## src/rtl/mem_wb_pipe.sv

```systemverilog
// MEM->WB pipeline register for CH write channels, with a 2-entry skid buffer and synchronous flush.
// Latency 1 cycle when empty; mem_ready drops only while the skid entry is occupied, so nothing accepted is lost.
// Optional HI/LO write path is enabled with MEM_WB_HILO_EN.
module mem_wb_pipe #(
  parameter int REG_ADDR_W = 5,
  parameter int DATA_W     = 32,
  parameter int CH         = 1
) (
  input  logic                    clk,
  input  logic                    rst,
  input  logic                    flush,
  input  logic                    mem_valid,
  output logic                    mem_ready,
  input  logic [CH*REG_ADDR_W-1:0] mem_wd,
  input  logic [CH-1:0]           mem_wreg,
  input  logic [CH*DATA_W-1:0]    mem_wdata,
`ifdef MEM_WB_HILO_EN
  input  logic                    mem_whilo,
  input  logic [DATA_W-1:0]       mem_hi,
  input  logic [DATA_W-1:0]       mem_lo,
  output logic                    wb_whilo,
  output logic [DATA_W-1:0]       wb_hi,
  output logic [DATA_W-1:0]       wb_lo,
`endif
  output logic                    wb_valid,
  input  logic                    wb_ready,
  output logic [CH*REG_ADDR_W-1:0] wb_wd,
  output logic [CH-1:0]           wb_wreg,
  output logic [CH*DATA_W-1:0]    wb_wdata
);

`ifdef MEM_WB_HILO_EN
  localparam int PW = CH*REG_ADDR_W + CH + CH*DATA_W + 1 + 2*DATA_W;
`else
  localparam int PW = CH*REG_ADDR_W + CH + CH*DATA_W;
`endif

  logic          main_valid, skid_valid;
  logic [PW-1:0] in_pay, main_pay, skid_pay;
  logic [CH-1:0] main_wreg;
  logic          accept, consume;

`ifdef MEM_WB_HILO_EN
  logic main_whilo;
  assign in_pay = {mem_whilo, mem_hi, mem_lo, mem_wd, mem_wreg, mem_wdata};
  assign {main_whilo, wb_hi, wb_lo, wb_wd, main_wreg, wb_wdata} = main_pay;
  assign wb_whilo = main_whilo & main_valid;
`else
  assign in_pay = {mem_wd, mem_wreg, mem_wdata};
  assign {wb_wd, main_wreg, wb_wdata} = main_pay;
`endif

  // Ready depends only on the skid flop, breaking any combinational path from wb_ready.
  assign mem_ready = !skid_valid;
  assign accept    = mem_valid && mem_ready;
  assign consume   = main_valid && wb_ready;
  assign wb_valid  = main_valid;
  assign wb_wreg   = main_wreg & {CH{main_valid}};

  always_ff @(posedge clk or negedge rst) begin
    if (!rst) begin
      main_valid <= 1'b0;
      skid_valid <= 1'b0;
      main_pay   <= '0;
      skid_pay   <= '0;
    end else if (flush) begin
      main_valid <= 1'b0;
      skid_valid <= 1'b0;
    end else if (!main_valid || consume) begin
      if (skid_valid) begin
        main_pay   <= skid_pay;
        main_valid <= 1'b1;
        skid_valid <= 1'b0;
      end else if (accept) begin
        main_pay   <= in_pay;
        main_valid <= 1'b1;
      end else begin
        main_valid <= 1'b0;
      end
    end else if (accept) begin
      // Main is stalled: park the new entry behind it.
      skid_pay   <= in_pay;
      skid_valid <= 1'b1;
    end
  end

endmodule

```

## config.mk

```make
export PLATFORM = sky130hd
export DESIGN_NAME = mem_wb_pipe
export DESIGN_NICKNAME = d
export VERILOG_FILES = /design/src/rtl/mem_wb_pipe.sv
export SDC_FILE = /design/constraint.sdc
export NUM_CORES = 1
export LEC_CHECK = 0
export BUFFER_PORTS_ARGS = -buffer_cell sky130_fd_sc_hd__buf_2
export CORE_ASPECT_RATIO = 1.2
export CORE_MARGIN = 4
export CORE_UTILIZATION = 49
export DETAILED_ROUTE_END_ITERATION = 16
export GPL_TIMING_DRIVEN = 0
export MAX_ROUTING_LAYER = met4
export PLACE_DENSITY = 0.76
export SLEW_MARGIN = 30
export SYNTH_ARGS = -nofsm -noshare
export SYNTH_HDL_FRONTEND = slang
export SYNTH_SLANG_ARGS = --single-unit
export TNS_END_PERCENT = 30
```

## constraint.sdc

```tcl
create_clock -name clk -period 1.37 [get_ports clk]
set_input_delay 0.274 -clock clk [delete_from_list [all_inputs] [get_ports clk]]
set_output_delay 0.274 -clock clk [all_outputs]
set_load 0.02 [all_outputs]
```

==> results.yml <==
status:
  status: "finished with violations"
  violations: "negative setup slack"
placed_design:
  port_buffers: 82
  hpwlAfterDp_um: 4750
  place_ws_ns: -0.409
  routabilityCongestion: 0.679
die:
  core_area_mm2: 0.00727
  die_h_um: 103
  die_w_um: 87.2
  rows: 34
  initial_core_util: 0.508
  num_io_pins: 83
  die_area_mm2: 0.00899
grt:
  grt.overflow.total: 0
  grt_pass1_vias: 2361
  grt_pass1_wl_um: 11500
  antenna_found_initial: 0
  grt_max_degree: 45
  grtUsageTotal: 0.175
routing:
  drc_errors: 0
  num_vias: 2199
  firstDrtPassIters: 4
  drt-total-wl_um: 7130
  drt_iter0_drc: 47
  vias_per_cell: 4.92
  ant_nets: 0
  post_drt_wl_per_cell_um: 15.9
power_and_ir_drop:
  p_leak_uw: 0.00232
  cellPowerDensity_mw_per_mm2: 1410
  irDropWorstVdd_uv: 859
  totalPowerFinal_uw: 6810
worst_setup_path:
  max_stage_delay_ns: 0.47
  worstPathMaxFanout: 5
  cp_slowest_cell: "dfrtp_2"
  crit_required_ns: 1.60
  crit_family: "flip-flops"
  critPathBufInv: 2
  arrival_ns: 1.79
  critPathKind: "reg -> reg"
  cp-end-kind: "register"
  startpoint_type: "register"
  crit_chain: "nor4b_4 > buf_6 > clkbuf_16 > mux2_4"
cts:
  cts_tree: "done"
  cts_buffers: 9
  clock-sinks: 78
  htreeDepth: 3
  cts_root_buf: "clkbuf_8"
  clk_pin_slew_ns: 0.08
  clkLatencyLatePin_ns: 0.35
  cts_buffer_depth: 2
timing:
  setup-tns-final_ns: -10.39
  final_hold_viol_count: 0
  setup_viol: 78
  fmax_ghz: 0.641
  holdWs_ns: 0.141
  worstMarginPinSlew_ns: 0.333
  fin_crit_ns: 1.56
  grt_setup_unrepaired: "yes"
  fin_ws_ns: -0.189
  slew_headroom: 0.778
  drv_slew: 0
  period_share: 1.14
  skew_ns: 0.00942
synthesis:
  yosysTopAreaCell: "dfrtp_1"
  synthDominantCellAreaShare: 0.529
  synth_area_leaders: "dfrtp_1 (53%), mux2_2 (28%), buf_4 (7.9%)"
  syn_nets: 293
  synth_seq_cells: 78
  syn_area_per_cell_um2: 14.8
  yosysSeqAreaShare: 0.529
  synth_cells: 250
  syn_area_mm2: 0.00369
  ys_types: 16
  yosysWarningCount: 0
final_layout:
  antenna_cells: 0
  layout.nets: 395
  syn_to_final_growth_pct: 31.0
  n_fill_cell: 556
  drive_above_1_share: 0.770
  fin_util: 0.665
min_path:
  hold_class: "in -> reg"
flow_run:
  cap_viol_max_count: 0
[Yosys cell counts (all sizes together)]
cell type,n
clkbuf,1
nor4b,1
nand2b,1
a21oi,1
buf,48
inv,1
nor2,1
nor2b,1
mux2,114
dfrtp,78
and2,1
nor3,2
[per-layer routing]
metal | GRT usage | wire length, µm
met1 | 0.206 | 3060
met2 | 0.276 | 3480
met3 | 0.0464 | 443
met4 | 0.0897 | 148
met5 | - | 0
[timing repair]
action                     4_1_cts  5_1_grt
gates cloned                     0        1
buffers inserted                 5        1
resized for setup               48       16
hold buffers                     1        0
setup endpoints to repair       78       78
pin swaps                        2        2
hold endpoints to repair        34        0
[where the power goes]
part	total (µW)	internal [µW]	switching, µW
Combinational	1810	1110	699
Sequential	3070	2800	262
Clock	1930	1080	852
Total	6810	5000	1810
[cell type report]
class / instances / area, µm² / share of cell area
clock buffer: 11 / 141 / 0.0292
clock inverter: 5 / 81.3 / 0.0168
multi-input combinational: 122 / 1550 / 0.321
tap: 90 / 113 / 0.0233
sequential: 78 / 1950 / 0.404
timing repair buffer: 91 / 549 / 0.114
inverter: 1 / 3.75 / 0.000776
buffer: 49 / 440 / 0.0911
[per-stage QoR]
stage	instances	cell area, µm²
2_1_floorplan	250	3750
3_5_place_dp	423	4300
4_1_cts	445	4750
6_report	447	4840
3_3_place_gp	422	4270
5_1_grt	447	4840
[logic make-up after synthesis]
| family | Yosys count | synth area share |
|---|---|---|
| buffers and inverters | 50 | 0.104 |
| AO/OA/AOI/OAI | 1 | 0.00135 |
| flip-flops | 78 | 0.529 |
| AND/OR/NAND/NOR | 7 | 0.0186 |
| multiplexers | 114 | 0.348 |
[sequential cells by signal (all words and copies together) (netlist names)]
register	count
wb_valid	1
main_pay	38
skid_valid	1
skid_pay	38
[path summary, 6_finish.rpt]
check / startpoint / slack [ns] / endpoint / cells after the start
min in group asynchronous: rst / 0.37 / main_pay[10] / 2
hold reg to reg: skid_pay[29] / 0.49 / skid_pay[29] / 1
setup reg to reg: skid_valid / -0.19 / skid_pay[35] / 4
setup / recovery: skid_valid / -0.19 / skid_pay[35] / 4
max in group asynchronous: rst / 0.46 / wb_valid / 3
hold / removal: mem_wdata[29] / 0.14 / skid_pay[29] / 2
[layout by cell type, fill, tap and decap left out, types with 2 or more instances in the layout]
cell type and count:
buf_12 4, buf_2 80, buf_4 43, buf_6 5, buf_8 4, bufinv_16 2, clkbuf_8 10, dfrtp_1 76
dfrtp_2 2, mux2_2 65, mux2_4 48
(Power assumes the default switching activity.)
